==> src/rtl/axi_lite_mmio_master.sv <==
`default_nettype none
// ============================================================================
// Module   : axi_lite_mmio_master
// Brief    : Single-outstanding request/response port to AXI4-Lite initiator
//            with a per-transaction watchdog.
// Revision : 1.0
// ============================================================================
module axi_lite_mmio_master #(
    parameter int          TIMEOUT_CYCLES = 256,
    parameter logic [2:0]  AXI_PROT       = 3'b000
) (
    input  logic        aclk,
    input  logic        arst_n,
    input  logic        req_valid,
    output logic        req_ready,
    input  logic        req_write,
    input  logic [31:0] req_addr,
    input  logic [31:0] req_wdata,
    input  logic [3:0]  req_wstrb,
    output logic        rsp_valid,
    input  logic        rsp_ready,
    output logic [31:0] rsp_rdata,
    output logic [1:0]  rsp_resp,
    output logic        rsp_timeout,
    output logic [31:0] M_AXI_awaddr,
    output logic [2:0]  M_AXI_awprot,
    output logic        M_AXI_awvalid,
    input  logic        M_AXI_awready,
    output logic [31:0] M_AXI_wdata,
    output logic [3:0]  M_AXI_wstrb,
    output logic        M_AXI_wvalid,
    input  logic        M_AXI_wready,
    input  logic [1:0]  M_AXI_bresp,
    input  logic        M_AXI_bvalid,
    output logic        M_AXI_bready,
    output logic [31:0] M_AXI_araddr,
    output logic [2:0]  M_AXI_arprot,
    output logic        M_AXI_arvalid,
    input  logic        M_AXI_arready,
    input  logic [31:0] M_AXI_rdata,
    input  logic [1:0]  M_AXI_rresp,
    input  logic        M_AXI_rvalid,
    output logic        M_AXI_rready
);

    localparam logic [2:0] IDLE    = 3'd0;
    localparam logic [2:0] WR_AW_W = 3'd1;
    localparam logic [2:0] WR_B    = 3'd2;
    localparam logic [2:0] RD_AR   = 3'd3;
    localparam logic [2:0] RD_R    = 3'd4;
    localparam logic [2:0] RESP    = 3'd5;

    // Counter saturates at TIMEOUT_CYCLES-1; the cycle that would reach the limit fires.
    localparam int             WD_W     = (TIMEOUT_CYCLES > 1) ? $clog2(TIMEOUT_CYCLES) : 1;
    localparam logic [WD_W-1:0] WD_LIMIT = WD_W'(TIMEOUT_CYCLES - 1);
    localparam bit             WD_EN    = (TIMEOUT_CYCLES > 0);

    logic [2:0]      state_q, state_d;
    logic [31:0]     addr_q, addr_d;
    logic [31:0]     wdata_q, wdata_d;
    logic [3:0]      wstrb_q, wstrb_d;
    logic            awvalid_q, awvalid_d;
    logic            wvalid_q, wvalid_d;
    logic            arvalid_q, arvalid_d;
    logic            bready_q, bready_d;
    logic            rready_q, rready_d;
    logic            req_ready_q, req_ready_d;
    logic            rsp_valid_q, rsp_valid_d;
    logic [31:0]     rsp_rdata_q, rsp_rdata_d;
    logic [1:0]      rsp_resp_q, rsp_resp_d;
    logic            rsp_timeout_q, rsp_timeout_d;
    logic [WD_W-1:0] wdog_q, wdog_d;

    logic w_busy;
    logic w_wd_fire;
    logic w_expire;
    logic w_aw_hs;
    logic w_w_hs;

    assign w_busy    = (state_q == WR_AW_W) || (state_q == WR_B) ||
                       (state_q == RD_AR)   || (state_q == RD_R);
    assign w_wd_fire = WD_EN && (wdog_q >= WD_LIMIT);
    assign w_aw_hs   = awvalid_q & M_AXI_awready;
    assign w_w_hs    = wvalid_q & M_AXI_wready;

    always_comb begin
        state_d       = state_q;
        addr_d        = addr_q;
        wdata_d       = wdata_q;
        wstrb_d       = wstrb_q;
        awvalid_d     = awvalid_q;
        wvalid_d      = wvalid_q;
        arvalid_d     = arvalid_q;
        bready_d      = bready_q;
        rready_d      = rready_q;
        req_ready_d   = req_ready_q;
        rsp_valid_d   = rsp_valid_q;
        rsp_rdata_d   = rsp_rdata_q;
        rsp_resp_d    = rsp_resp_q;
        rsp_timeout_d = rsp_timeout_q;
        wdog_d        = wdog_q;
        w_expire      = 1'b0;

        if (w_busy && (wdog_q < WD_LIMIT)) begin
            wdog_d = wdog_q + WD_W'(1);
        end

        case (state_q)
            IDLE: begin
                if (req_valid) begin
                    req_ready_d   = 1'b0;
                    addr_d        = req_addr;
                    wdata_d       = req_wdata;
                    wstrb_d       = req_wstrb;
                    wdog_d        = '0;
                    rsp_timeout_d = 1'b0;
                    if (req_write) begin
                        awvalid_d = 1'b1;
                        wvalid_d  = 1'b1;
                        state_d   = WR_AW_W;
                    end else begin
                        arvalid_d = 1'b1;
                        state_d   = RD_AR;
                    end
                end
            end
            WR_AW_W: begin
                // A deasserted valid doubles as that channel's done flag.
                awvalid_d = awvalid_q & ~M_AXI_awready;
                wvalid_d  = wvalid_q & ~M_AXI_wready;
                if (!awvalid_d && !wvalid_d) begin
                    bready_d = 1'b1;
                    state_d  = WR_B;
                end else if (w_wd_fire && !(w_aw_hs || w_w_hs)) begin
                    w_expire = 1'b1;
                end
            end
            WR_B: begin
                if (bready_q && M_AXI_bvalid) begin
                    bready_d    = 1'b0;
                    rsp_resp_d  = M_AXI_bresp;
                    rsp_rdata_d = '0;
                    rsp_valid_d = 1'b1;
                    state_d     = RESP;
                end else if (w_wd_fire) begin
                    w_expire = 1'b1;
                end
            end
            RD_AR: begin
                if (arvalid_q && M_AXI_arready) begin
                    arvalid_d = 1'b0;
                    rready_d  = 1'b1;
                    state_d   = RD_R;
                end else if (w_wd_fire) begin
                    w_expire = 1'b1;
                end
            end
            RD_R: begin
                if (rready_q && M_AXI_rvalid) begin
                    rready_d    = 1'b0;
                    rsp_resp_d  = M_AXI_rresp;
                    rsp_rdata_d = M_AXI_rdata;
                    rsp_valid_d = 1'b1;
                    state_d     = RESP;
                end else if (w_wd_fire) begin
                    w_expire = 1'b1;
                end
            end
            RESP: begin
                if (rsp_ready) begin
                    rsp_valid_d = 1'b0;
                    req_ready_d = 1'b1;
                    state_d     = IDLE;
                end
            end
            default: begin
                state_d     = IDLE;
                req_ready_d = 1'b1;
            end
        endcase

        if (w_expire) begin
            awvalid_d     = 1'b0;
            wvalid_d      = 1'b0;
            arvalid_d     = 1'b0;
            bready_d      = 1'b0;
            rready_d      = 1'b0;
            rsp_timeout_d = 1'b1;
            rsp_resp_d    = 2'b10;
            rsp_rdata_d   = '0;
            rsp_valid_d   = 1'b1;
            state_d       = RESP;
        end
    end

    always_ff @(posedge aclk) begin
        if (!arst_n) begin
            state_q       <= IDLE;
            addr_q        <= '0;
            wdata_q       <= '0;
            wstrb_q       <= '0;
            awvalid_q     <= 1'b0;
            wvalid_q      <= 1'b0;
            arvalid_q     <= 1'b0;
            bready_q      <= 1'b0;
            rready_q      <= 1'b0;
            req_ready_q   <= 1'b1;
            rsp_valid_q   <= 1'b0;
            rsp_rdata_q   <= '0;
            rsp_resp_q    <= '0;
            rsp_timeout_q <= 1'b0;
            wdog_q        <= '0;
        end else begin
            state_q       <= state_d;
            addr_q        <= addr_d;
            wdata_q       <= wdata_d;
            wstrb_q       <= wstrb_d;
            awvalid_q     <= awvalid_d;
            wvalid_q      <= wvalid_d;
            arvalid_q     <= arvalid_d;
            bready_q      <= bready_d;
            rready_q      <= rready_d;
            req_ready_q   <= req_ready_d;
            rsp_valid_q   <= rsp_valid_d;
            rsp_rdata_q   <= rsp_rdata_d;
            rsp_resp_q    <= rsp_resp_d;
            rsp_timeout_q <= rsp_timeout_d;
            wdog_q        <= wdog_d;
        end
    end

    assign req_ready     = req_ready_q;
    assign rsp_valid     = rsp_valid_q;
    assign rsp_rdata     = rsp_rdata_q;
    assign rsp_resp      = rsp_resp_q;
    assign rsp_timeout   = rsp_timeout_q;
    assign M_AXI_awaddr  = addr_q;
    assign M_AXI_awprot  = AXI_PROT;
    assign M_AXI_awvalid = awvalid_q;
    assign M_AXI_wdata   = wdata_q;
    assign M_AXI_wstrb   = wstrb_q;
    assign M_AXI_wvalid  = wvalid_q;
    assign M_AXI_bready  = bready_q;
    assign M_AXI_araddr  = addr_q;
    assign M_AXI_arprot  = AXI_PROT;
    assign M_AXI_arvalid = arvalid_q;
    assign M_AXI_rready  = rready_q;

endmodule
`default_nettype wire

==> config.mk <==
export PLATFORM = sky130hd
export DESIGN_NAME = axi_lite_mmio_master
export DESIGN_NICKNAME = d
export VERILOG_FILES = /design/src/rtl/axi_lite_mmio_master.sv
export SDC_FILE = /design/constraint.sdc
export NUM_CORES = 1
export LEC_CHECK = 0
export CORE_MARGIN = 2
export CORE_UTILIZATION = 25
export DETAILED_ROUTE_END_ITERATION = 8
export GPL_ROUTABILITY_DRIVEN = 0
export MAX_ROUTING_LAYER = met4
export PLACE_DENSITY = 0.64
export SYNTH_ARGS = -nofsm -noshare
export SYNTH_HDL_FRONTEND = slang
export SYNTH_SLANG_ARGS = --single-unit
==> constraint.sdc <==
create_clock -name aclk -period 2.1 [get_ports aclk]
set_input_delay 0.42 -clock aclk [delete_from_list [all_inputs] [get_ports aclk]]
set_output_delay 0.42 -clock aclk [all_outputs]
set_load 0.01 [all_outputs]
==> flow_summary_export.csv <==
group,metric,value,unit
run_status,status,"complete, no violations",
clock_network,tritoncts,"yes",
timing,hold_viol,0,
synth,synth.distinct_cells,50,
worst_setup_path,end_kind,"flop",
synth,synthSimpleGateAreaFrac,22.7,%
cells_and_area,final_cells,1117,
synth,synth_top_area_share,48.4,%
synth,yosysSeqAreaShare,48.4,%
clock_network,worstSkewPairLatency,0.42,ns
worst_setup_path,worstPathCellList,"nand2b_1 > a211oi_4 > or3_1 > buf_12 > nand2_1 > a21oi_1",
worst_setup_path,cp_top_family,"compound AO/OA/AOI/OAI gates",
detailed_routing,highest_layer,"met4",
die,dieHeight,146,um
power_and_ir_drop,total_power,9.36,mW
synth,avgSynthCellArea,8.09,um^2
detailed_routing,drt_iter0_markers,158,
synth,syn_area,5010,um^2
power_and_ir_drop,power.density,1130,nW/um^2
cells_and_area,fin_nets,954,
die,rows,51,
die,die-area,21200,um^2
worst_setup_path,cp_slowest_stage_delay,0.50,ns
synth,synthTopCellsByArea,"dfxtp_1 (48%), nand2_1 (13%), a21oi_1 (10%)",
detailed_routing,route.detailed.drc,0,
placement,placed_area,7670,um^2
cells_and_area,final_cell_area,8290,um^2
timing,finalCritPeriodShare,90.0,%
clock_network,htreeDepth,4,
detailed_routing,drt-wirelength-per-cell,14.0,um
synth,synth_xor_area_share,0.875,%
cells_and_area,area_growth,65.5,%
worst_setup_path,worstPathMaxFanout,32,
power_and_ir_drop,vdd_ir_drop_max,552,uV
worst_setup_path,cp-start-kind,"flop",
worst_setup_path,path_buf_inv,1,
synth,ys_ff_latch,121,
timing,worst_pin_slew,0.541,ns
synth,synthCells,619,
detailed_routing,ant_nets,0,
synth,synth_common_cells,"nand2_1 (180), dfxtp_1 (121), a21oi_1 (100)",
clock_network,cts_sinks,121,
global_route,grt_max_degree,45,
worst_setup_path,reg2reg_from,"state_q[1]",
run,drv_cap,0,
timing,fin_crit,1.89,ns
synth,synth_top_family_by_area,"simple AND/OR/NAND/NOR gates",
detailed_routing,vias,4866,
worst_setup_path,cp.depth,6,
die,num_io_pins,262,
detailed_routing,wl_met3,1130,um
timing,setup_violations,0,
synth,synth_edf_count,0,
synth,synth-compound-area-share,16.5,%
die,die_w,146,um
die,start_util,25.6,%
placement,port_buffers,255,
worst_setup_path,reg2reg_depth,6,
detailed_routing,first_pass_iters,6,
timing,slew_headroom,63.8,%
clock_network,cts_resized,0,
synth,synthMuxAreaShare,0.600,%
placement,place_inst,1085,
timing,max_freq,0.529,GHz
timing,fin_worst_skew,0.0119,ns
die,core_area,19600,um^2
clock_network,cts_root_buffer,"clkbuf_16",
clock_network,postCtsSetupBuffers,0,
detailed_routing,wl,15700,um
synth,synth.most_common_cell,"nand2_1",
global_route,grt.total_usage,15.0,%
power_and_ir_drop,p_leak,2.90,nW
worst_setup_path,crit_start,"state_q[1]",
worst_setup_path,critPathRequiredTime,2.44,ns
clock_network,clock_path_buffers,2,
worst_setup_path,reg2reg_slack,0.21,ns
worst_hold_path,holdCritPathClass,"flop to flop",
timing,finalMaxSlewViolations,0,
synth,synth_fa_ha_area_share,0.250,%
cells_and_area,layout-drive-gt1-share,8.69,%
worst_setup_path,cp_slowest_cell,"dfxtp_1",
worst_setup_path,critical_path.endpoint,"rsp_rdata[13]",
cells_and_area,diodes,0,
synth,synth_ff_type,"dfxtp_1",
global_route,grt_pass1_wl,25000,um
timing,hold-worst-slack,0.446,ns
global_route,antenna_found_initial,0,
placement,dp_hpwl,11000,um
detailed_routing,wl_met2,7400,um
global_route,gr-total-overflow,0,
worst_setup_path,r2r-end,"rsp_rdata[13]",
global_route,grt_pass1_vias,4849,
clock_network,ctsHoldBuffers,0,
timing,rsz0062_at_grt,"no",
worst_setup_path,crit_type,"flop to flop",
detailed_routing,wl_met1,6920,um
cells_and_area,fillers,1974,
synth,synth_top_area_cell,"dfxtp_1",
timing,fin_setup_tns,0,ns
synth,yosys_warnings,0,
synth,ys_async_sr_fraction,0,%
clock_network,clk_pin_slew,0.06,ns
clock_network,cts_buffers,17,
worst_setup_path,arrival,2.23,ns
detailed_routing,viasPerCell,4.36,
[power breakdown]
group	internal (mW)	switching, mW	total, mW
sequential	2.67	0.316	2.99
combinational	1.63	1.64	3.27
clock	2.01	1.08	3.10
[cell families (layout without fill, tap and decap cells)]
| group | after synthesis | in the layout |
|---|---|---|
| and+or+nand+nor | 264 | 264 |
| AOI/OAI and AO/OA | 139 | 139 |
| DFF | 121 | 121 |
| buffers and inverters | 85 | 313 |
| xor gates and xnor gates | 5 | 5 |
| muxes | 3 | 3 |
| adders and majority gates | 1 | 1 |
| other | 1 | 6 |
[worst reg2reg max path: stages (launching register included)]
cell and delay (ns):
dfxtp_1 0.50, nand2b_1 0.20, a211oi_4 0.45, or3_1 0.25, buf_12 0.20, nand2_1 0.09, a21oi_1 0.12
[through the flow]
stage | util (%) | setup WS (ns)
after floorplan | - | 0.462
after global placement | 39.1 | -0.0306
after detailed placement | 39.1 | -0.0647
after CTS | 42.3 | 0.210
after global routing | 42.3 | 0.0430
final | 42.3 | 0.209
[flip-flops by register name, indices dropped and copies added (netlist names)]
signal,count
req_ready,1
rsp_timeout,1
M_AXI_wstrb,4
M_AXI_awvalid,1
state_q,3
rsp_resp,2
M_AXI_wvalid,1
M_AXI_bready,1
wdog_q,8
M_AXI_wdata,32
M_AXI_araddr,32
rsp_rdata,32
rsp_valid,1
M_AXI_arvalid,1
M_AXI_rready,1
[worst min path at each step]
stage                  startpoint            end  slack [ns]  depth (start not counted)
floorplan            rsp_rdata[0]   rsp_rdata[0]        0.47                          2
global placement    rsp_rdata[12]  rsp_rdata[12]        0.44                          2
detailed placement   rsp_rdata[5]   rsp_rdata[5]        0.44                          2
CTS                  rsp_rdata[5]   rsp_rdata[5]        0.45                          2
global route        rsp_rdata[30]  rsp_rdata[30]        0.47                          2
finish               rsp_rdata[5]   rsp_rdata[5]        0.45                          2
[area by class of cell]
class	instances	area [um^2]	share of cell area, %
clock buffer	20	447	5.39
clock inverter	12	173	2.08
inverter	5	18.8	0.227
multi-input combinational	418	2080	25.1
sequential	121	2420	29.2
tap	265	332	4.00
timing repair buffer	276	2810	33.9
[layer usage]
layer / vias to the layer above / track usage [%]
li1: 2459 / -
met1: 2204 / 17.9
met2: 188 / 24.2
met3: 15 / 4.39
met4: 0 / 4.90
met5: - / -
[layout by cell type (no fill, tap or decap), types with 2 or more instances in the layout]
| master | instances |
|---|---|
| clkdlybuf4s50_1 | 255 |
| nand2_1 | 180 |
| dfxtp_1 | 121 |
| a21oi_1 | 100 |
| nand3_1 | 38 |
| nor2_1 | 19 |
| clkbuf_16 | 17 |
| buf_4 | 13 |
| a21oi_2 | 10 |
| buf_12 | 8 |
| o21ai_0 | 7 |
| conb_1 | 6 |
| a31oi_1 | 5 |
| nor3_1 | 5 |
| inv_1 | 4 |
| xnor2_1 | 4 |
| bufinv_16 | 4 |
| clkinv_2 | 4 |
| or3_1 | 3 |
| mux2i_1 | 3 |
| nand2b_1 | 2 |
| o211a_1 | 2 |
| nor2b_1 | 2 |
| a211oi_1 | 2 |
| clkbuf_1 | 2 |
| clkinvlp_4 | 2 |
(Power assumes the default switching activity.)
